### config.mk
export PLATFORM = sky130hd
export DESIGN_NAME = exotiny_bus_flat
export DESIGN_NICKNAME = d
export VERILOG_FILES = /design/src/rtl/exotiny_bus_if.sv /design/src/rtl/exotiny_bus.sv /design/src/flat_wrapper.sv
export SDC_FILE = /design/constraint.sdc
export NUM_CORES = 1
export LEC_CHECK = 0
export ABC_AREA = 0
export BUFFER_PORTS_ARGS = -buffer_cell sky130_fd_sc_hd__buf_2
export CORE_AREA = 2 2 121 123
export DETAILED_ROUTE_END_ITERATION = 8
export DIE_AREA = 0 0 123 125
export PLACE_DENSITY_LB_ADDON = 0.12
export SKIP_LAST_GASP = 1
export SYNTH_ARGS = -nofsm -noshare
export SYNTH_HDL_FRONTEND = slang
export SYNTH_SLANG_ARGS = --single-unit
### constraint.sdc
create_clock -name clk_i -period 2.24 [get_ports clk_i]
set_input_delay 0.224 -clock clk_i [delete_from_list [all_inputs] [get_ports clk_i]]
set_output_delay 0.224 -clock clk_i [all_outputs]
set_load 0.1 [all_outputs]
### src/rtl/exotiny_bus_if.sv
// Signal bundle between the two FazyRV masters, the interconnect and its slaves.
// "slave" is the interconnect's view; "master" is the view of the surrounding cores and peripherals.
interface exotiny_bus_if #(
  parameter int NSLV = 2
);
  logic              im_stb_i;
  logic [31:0]       im_adr_i;
  logic [31:0]       im_dat_o;
  logic              im_ack_o;
  logic              im_err_o;

  logic              dm_stb_i;
  logic              dm_we_i;
  logic [3:0]        dm_be_i;
  logic [31:0]       dm_adr_i;
  logic [31:0]       dm_dat_i;
  logic [31:0]       dm_dat_o;
  logic              dm_ack_o;
  logic              dm_err_o;

  logic [NSLV-1:0]    s_stb_o;
  logic               s_we_o;
  logic [3:0]         s_be_o;
  logic [31:0]        s_adr_o;
  logic [31:0]        s_dat_o;
  logic [NSLV*32-1:0] s_dat_i;
  logic [NSLV-1:0]    s_ack_i;

  modport slave (
    input  im_stb_i, im_adr_i,
    output im_dat_o, im_ack_o, im_err_o,
    input  dm_stb_i, dm_we_i, dm_be_i, dm_adr_i, dm_dat_i,
    output dm_dat_o, dm_ack_o, dm_err_o,
    output s_stb_o, s_we_o, s_be_o, s_adr_o, s_dat_o,
    input  s_dat_i, s_ack_i
  );

  modport master (
    output im_stb_i, im_adr_i,
    input  im_dat_o, im_ack_o, im_err_o,
    output dm_stb_i, dm_we_i, dm_be_i, dm_adr_i, dm_dat_i,
    input  dm_dat_o, dm_ack_o, dm_err_o,
    input  s_stb_o, s_we_o, s_be_o, s_adr_o, s_dat_o,
    output s_dat_i, s_ack_i
  );
endinterface

### src/rtl/exotiny_bus.sv
// Wishbone interconnect: round-robin arbitration of instruction/data masters,
// base/mask slave decode, decode-error and timeout bus-error responses.
module exotiny_bus #(
  parameter int                 NSLV     = 2,
  parameter logic [NSLV*32-1:0] SLV_BASE = {32'h1000_0000, 32'h0000_0000},
  parameter logic [NSLV*32-1:0] SLV_MASK = {32'hF000_0000, 32'hF000_0000},
  parameter int                 TOUTW    = 8
) (
  input  logic         clk_i,
  input  logic         rst_i,
  exotiny_bus_if.slave bus
);
  localparam int SELW = (NSLV > 1) ? $clog2(NSLV) : 1;
  localparam logic [TOUTW-1:0] CNT_MAX = '1;

  typedef enum logic [1:0] {S_IDLE, S_BUSY, S_ERR} state_t;

  state_t            r_state;
  state_t            w_state_next;
  logic              r_gnt_d;
  logic              r_last_d;
  logic [SELW-1:0]   r_sel;
  logic              r_hit;
  logic [TOUTW-1:0]  r_cnt;
  logic [TOUTW-1:0]  w_cnt_next;

  logic              w_pick_d;
  logic [31:0]       w_req_adr;
  logic [NSLV-1:0]   w_match;
  logic              w_hit;
  logic [SELW-1:0]   w_dec_sel;
  logic [31:0]       w_slv_dat [NSLV];
  logic              w_gnt_stb;
  logic              w_grant;
  logic              w_stb;
  logic              w_ack;
  logic              w_err;

  // On contention the master that was not granted last wins.
  assign w_pick_d  = bus.dm_stb_i & (~bus.im_stb_i | ~r_last_d);
  assign w_req_adr = w_pick_d ? bus.dm_adr_i : bus.im_adr_i;
  assign w_hit     = |w_match;
  assign w_gnt_stb = r_gnt_d ? bus.dm_stb_i : bus.im_stb_i;

  for (genvar gi = 0; gi < NSLV; gi++) begin : g_slv
    assign w_match[gi]     = (w_req_adr & SLV_MASK[gi*32 +: 32]) == SLV_BASE[gi*32 +: 32];
    assign w_slv_dat[gi]   = bus.s_dat_i[gi*32 +: 32];
    assign bus.s_stb_o[gi] = w_stb && (r_sel == SELW'(gi));
  end

  // Scan downwards so the lowest matching index is the one left standing.
  always_comb begin
    w_dec_sel = '0;
    for (int k = NSLV - 1; k >= 0; k--) begin
      if (w_match[k]) w_dec_sel = SELW'(k);
    end
  end

  always_comb begin
    w_state_next = r_state;
    w_cnt_next   = r_cnt;
    w_grant      = 1'b0;
    w_stb        = 1'b0;
    w_ack        = 1'b0;
    w_err        = 1'b0;
    case (r_state)
      S_IDLE: begin
        if (bus.im_stb_i || bus.dm_stb_i) begin
          w_grant      = 1'b1;
          w_cnt_next   = '0;
          w_state_next = w_hit ? S_BUSY : S_ERR;
        end
      end
      S_BUSY: begin
        if (!w_gnt_stb) begin
          w_state_next = S_IDLE;
        end else begin
          w_stb = 1'b1;
          if (bus.s_ack_i[r_sel]) begin
            w_ack        = 1'b1;
            w_state_next = S_IDLE;
          end else if (r_cnt == CNT_MAX - 1'b1) begin
            w_cnt_next   = CNT_MAX;
            w_state_next = S_ERR;
          end else if (r_cnt != CNT_MAX) begin
            w_cnt_next = r_cnt + 1'b1;
          end
        end
      end
      S_ERR: begin
        w_err        = 1'b1;
        w_state_next = S_IDLE;
      end
      default: w_state_next = S_IDLE;
    endcase
  end

  always_ff @(posedge clk_i or posedge rst_i) begin
    if (rst_i) begin
      r_state  <= S_IDLE;
      r_cnt    <= '0;
      r_gnt_d  <= 1'b0;
      r_last_d <= 1'b1;
      r_sel    <= '0;
      r_hit    <= 1'b0;
    end else begin
      r_state <= w_state_next;
      r_cnt   <= w_cnt_next;
      if (w_grant) begin
        r_gnt_d  <= w_pick_d;
        r_last_d <= w_pick_d;
        r_sel    <= w_dec_sel;
        r_hit    <= w_hit;
      end
    end
  end

  assign bus.s_we_o  = r_gnt_d & bus.dm_we_i;
  assign bus.s_be_o  = r_gnt_d ? bus.dm_be_i : 4'hF;
  assign bus.s_adr_o = r_gnt_d ? bus.dm_adr_i : bus.im_adr_i;
  assign bus.s_dat_o = bus.dm_dat_i;

  assign bus.im_ack_o = w_ack & ~r_gnt_d;
  assign bus.dm_ack_o = w_ack &  r_gnt_d;
  assign bus.im_err_o = w_err & ~r_gnt_d;
  assign bus.dm_err_o = w_err &  r_gnt_d;
  assign bus.im_dat_o = r_hit ? w_slv_dat[r_sel] : 32'h0;
  assign bus.dm_dat_o = r_hit ? w_slv_dat[r_sel] : 32'h0;
endmodule

### src/flat_wrapper.sv
// flat-port wrapper written by rule: the top's interface ports become plain ports
module exotiny_bus_flat 
#(
  parameter int                 NSLV     = 2,
  parameter logic [NSLV*32-1:0] SLV_BASE = {32'h1000_0000, 32'h0000_0000},
  parameter logic [NSLV*32-1:0] SLV_MASK = {32'hF000_0000, 32'hF000_0000},
  parameter int                 TOUTW    = 8
)
  (clk_i, rst_i, bus_im_stb_i, bus_im_adr_i, bus_im_dat_o, bus_im_ack_o, bus_im_err_o, bus_dm_stb_i, bus_dm_we_i, bus_dm_be_i, bus_dm_adr_i, bus_dm_dat_i, bus_dm_dat_o, bus_dm_ack_o, bus_dm_err_o, bus_s_stb_o, bus_s_we_o, bus_s_be_o, bus_s_adr_o, bus_s_dat_o, bus_s_dat_i, bus_s_ack_i);
  exotiny_bus_if #(.NSLV(NSLV)) bus_i ();
  input  logic clk_i;
  input  logic rst_i;
  input wire logic [$bits(bus_i.im_stb_i)-1:0] bus_im_stb_i;
  input wire logic [$bits(bus_i.im_adr_i)-1:0] bus_im_adr_i;
  output wire logic [$bits(bus_i.im_dat_o)-1:0] bus_im_dat_o;
  output wire logic [$bits(bus_i.im_ack_o)-1:0] bus_im_ack_o;
  output wire logic [$bits(bus_i.im_err_o)-1:0] bus_im_err_o;
  input wire logic [$bits(bus_i.dm_stb_i)-1:0] bus_dm_stb_i;
  input wire logic [$bits(bus_i.dm_we_i)-1:0] bus_dm_we_i;
  input wire logic [$bits(bus_i.dm_be_i)-1:0] bus_dm_be_i;
  input wire logic [$bits(bus_i.dm_adr_i)-1:0] bus_dm_adr_i;
  input wire logic [$bits(bus_i.dm_dat_i)-1:0] bus_dm_dat_i;
  output wire logic [$bits(bus_i.dm_dat_o)-1:0] bus_dm_dat_o;
  output wire logic [$bits(bus_i.dm_ack_o)-1:0] bus_dm_ack_o;
  output wire logic [$bits(bus_i.dm_err_o)-1:0] bus_dm_err_o;
  output wire logic [$bits(bus_i.s_stb_o)-1:0] bus_s_stb_o;
  output wire logic [$bits(bus_i.s_we_o)-1:0] bus_s_we_o;
  output wire logic [$bits(bus_i.s_be_o)-1:0] bus_s_be_o;
  output wire logic [$bits(bus_i.s_adr_o)-1:0] bus_s_adr_o;
  output wire logic [$bits(bus_i.s_dat_o)-1:0] bus_s_dat_o;
  input wire logic [$bits(bus_i.s_dat_i)-1:0] bus_s_dat_i;
  input wire logic [$bits(bus_i.s_ack_i)-1:0] bus_s_ack_i;
  assign bus_i.im_stb_i = bus_im_stb_i;
  assign bus_i.im_adr_i = bus_im_adr_i;
  assign bus_im_dat_o = bus_i.im_dat_o;
  assign bus_im_ack_o = bus_i.im_ack_o;
  assign bus_im_err_o = bus_i.im_err_o;
  assign bus_i.dm_stb_i = bus_dm_stb_i;
  assign bus_i.dm_we_i = bus_dm_we_i;
  assign bus_i.dm_be_i = bus_dm_be_i;
  assign bus_i.dm_adr_i = bus_dm_adr_i;
  assign bus_i.dm_dat_i = bus_dm_dat_i;
  assign bus_dm_dat_o = bus_i.dm_dat_o;
  assign bus_dm_ack_o = bus_i.dm_ack_o;
  assign bus_dm_err_o = bus_i.dm_err_o;
  assign bus_s_stb_o = bus_i.s_stb_o;
  assign bus_s_we_o = bus_i.s_we_o;
  assign bus_s_be_o = bus_i.s_be_o;
  assign bus_s_adr_o = bus_i.s_adr_o;
  assign bus_s_dat_o = bus_i.s_dat_o;
  assign bus_i.s_dat_i = bus_s_dat_i;
  assign bus_i.s_ack_i = bus_s_ack_i;
  exotiny_bus #(.NSLV(NSLV), .SLV_BASE(SLV_BASE), .SLV_MASK(SLV_MASK), .TOUTW(TOUTW)) u_core (.clk_i(clk_i), .rst_i(rst_i), .bus(bus_i));
endmodule
==> results.json <==
{
  "gp_congestion": 0.7988,
  "start_kind": "register",
  "wl_met2_um": 4916,
  "core-area_mm2": 0.01420,
  "layout_common_cells": "buf_2, buf_12, mux2i_1",
  "die_w_um": 123,
  "synth_nets": 447,
  "drc": 0,
  "maxUsedRoutingLayer": "met4",
  "cts-root-buf": "clkbuf_16",
  "wirelength_um": 9133,
  "drv_slew": 0,
  "maxCapViolCount": 0,
  "netlist_area_mm2": 0.002325,
  "crit_slowest_cell": "buf_4",
  "synth_cells": 274,
  "cp.arrival_ps": 1770,
  "holdWs_ps": 41.84,
  "final_common_cell": "buf_2",
  "drt-pass1-iter-count": 4,
  "dieArea_mm2": 0.01538,
  "fin_skew_ps": 2.420,
  "io_buffer_count": 245,
  "cts_setup_buffers": 0,
  "first_global_vias": 2623,
  "ys_seq_area_share_pct": 15.12,
  "start_util_pct": 16.37,
  "synth_area_leaders": "buf_4, mux2i_1, mux2_2",
  "wl_met3_um": 1318,
  "insertedDiodeCount": 0,
  "fin_util_pct": 30.12,
  "clock-sinks": 14,
  "layoutNonFillerInstCount": 634,
  "outcome": "finished clean",
  "h-tree-depth": 1,
  "endpoint_kind": "output pin",
  "cp_max_fo": 42,
  "syn_to_final_growth_pct": 84.01,
  "routed_via_density": 4.091,
  "min_period_over_period_pct": 89.20,
  "synth.avg_cell_area_um2": 8.484,
  "yosysTopAreaCell": "buf_4",
  "dpl.hpwl_um": 8003,
  "rsz0062_at_grt": "no",
  "fmaxAchievable_mhz": 500.5,
  "netlist.area_leader.share_pct": 20.67,
  "avgRoutedWirePerCell_um": 14.41,
  "ys_warn_count": 0,
  "setup-violations-final": 0,
  "ant_nets": 0,
  "worstMarginPinSlew_ps": 885.3,
  "cts_tree": "built",
  "placed_cells": 630,
  "wl_met1_um": 2795,
  "numCtsBuffers": 3,
  "synth-edff-count": 0,
  "grt_max_degree": 43,
  "slowest_delay_ps": 430,
  "clkTransAtPathRegs_ps": 50,
  "min_path_type": "primary input to asynchronous set/reset pin",
  "rows": 44,
  "io_pins": 310,
  "post-route-min-period_ps": 1998,
  "leakage_uw": 0.001919,
  "synth.distinct_cells": 43,
  "final_hold_viol_count": 0,
  "irDropWorstVdd_mv": 1.026,
  "required_ps": 2020,
  "synth_ff_type": "dfrtp_1",
  "path_class": "register to output pin",
  "fin_nets": 624,
  "crit_path_cell_trace": "buf_4 > mux2_2 > buf_2",
  "clk_latency_ps": 250,
  "num_vias": 2594,
  "grt_overflow": 0,
  "grt.total_usage_pct": 11.12,
  "grt_pass1_wl_um": 13330,
  "async_flop_share_pct": 100.0,
  "drive_gt1_share_pct": 72.67,
  "fillers": 1503,
  "antenna_found_initial": 0,
  "drt-initial-drc-count": 34,
  "ys_ff_latch": 14,
  "power.density_mw_per_mm2": 1334,
  "slew_headroom_pct": 40.36,
  "clockBufferDepth": 2,
  "die_h_um": 125
}
final timing paths:
path | end | slack (ps) | cells past startpoint | start
min in group clk_i | u_core.r_last_d | 190 | 2 | bus_im_stb_i
hold reg to reg | u_core.r_hit | 480 | 2 | u_core.r_hit
max in group asynchronous | u_core.r_gnt_d | 1770 | 2 | rst_i
hold / removal | u_core.r_cnt[6] | 40 | 2 | rst_i
setup / recovery | bus_s_adr_o[31] | 240 | 3 | u_core.r_gnt_d
setup reg to reg | u_core.r_cnt[1] | 280 | 4 | u_core.r_sel
cell families (layout without fill, tap and decap cells):
logic type	count (synthesis)	in the layout	synth area share, %
multiplexers	70	70	32.13
AO/OA/AOI/OAI	24	24	7.212
buffers and inverters	81	257	24.11
flip-flops	14	14	15.12
AND/OR/NAND/NOR	83	83	20.35
adder cells (fa/ha/maj)	2	2	1.076
registers in the layout, indices dropped and copies added, names as in the netlist:
| signal | count |
|---|---|
| u_core.r_state | 2 |
| u_core.r_last_d | 1 |
| u_core.r_gnt_d | 1 |
| u_core.r_hit | 1 |
| u_core.r_cnt | 8 |
| u_core.r_sel | 1 |
report_power, final:
group          leakage [uW]  total, uW  internal (uW)  switching, uW
Clock             0.0000442        380            271            109
Combinational       0.00169       4990           1270           3710
Sequential         0.000185        341            303           37.8
through the flow:
step | total power (uW) | TNS (ps) | instance area [um^2] | worst slack (ps)
CTS | 5768 | 0 | 4274 | 92.13
global route | 5905 | 0 | 4278 | 153.1
floorplan | 4642 | -850.8 | 2550 | -850.8
finish | 5706 | 0 | 4278 | 241.9
detailed placement | 5374 | 0 | 4185 | 302.7
global placement | 5376 | 0 | 4185 | 346.8
worst max-delay path, delay by kind of cell, from the launching register on:
family                 cells  cell delay [ps]
buffers and inverters      2              730
muxes                      1              420
DFF                        1              360
synthesized netlist by cell type (2+ instances only):
library cell	instances
a211oi_1	3
a31oi_1	2
buf_4	64
nand2b_1	6
ha_1	2
mux2_2	32
buf_1	2
or3_1	2
mux2i_1	36
nand3_1	3
nor2b_1	34
and2_1	3
clkbuf_1	9
nand2_1	8
inv_1	3
nor2_1	8
and3_1	2
buf_6	2
o21ai_0	5
a21oi_1	4
dfrtp_1	13
nor3_1	10
metal layers:
layer,GRT usage (%),vias to the layer above
met5,0,-
met4,3.209,0
met1,9.883,1146
met2,22.52,205
met3,4.106,4
li1,-,1239
what timing repair did:
| action | 4_1_cts | 5_1_grt |
|---|---|---|
| gates resized for setup | 0 | 1 |
| hold buffers | 0 | 0 |
| hold endpoints to repair | 0 | 0 |
| setup endpoints to repair | 0 | 2 |
cell type report:
type | instances | area (um^2) | area share (%)
Sequential cell | 14 | 354.1 | 8.277
Clock buffer | 4 | 88.84 | 2.077
Inverter | 3 | 11.26 | 0.2632
Timing Repair Buffer | 250 | 1958 | 45.77
Tap cell | 184 | 230.2 | 5.382
Multi-Input combinational cell | 179 | 1635 | 38.23
(Power assumes the default switching activity.)
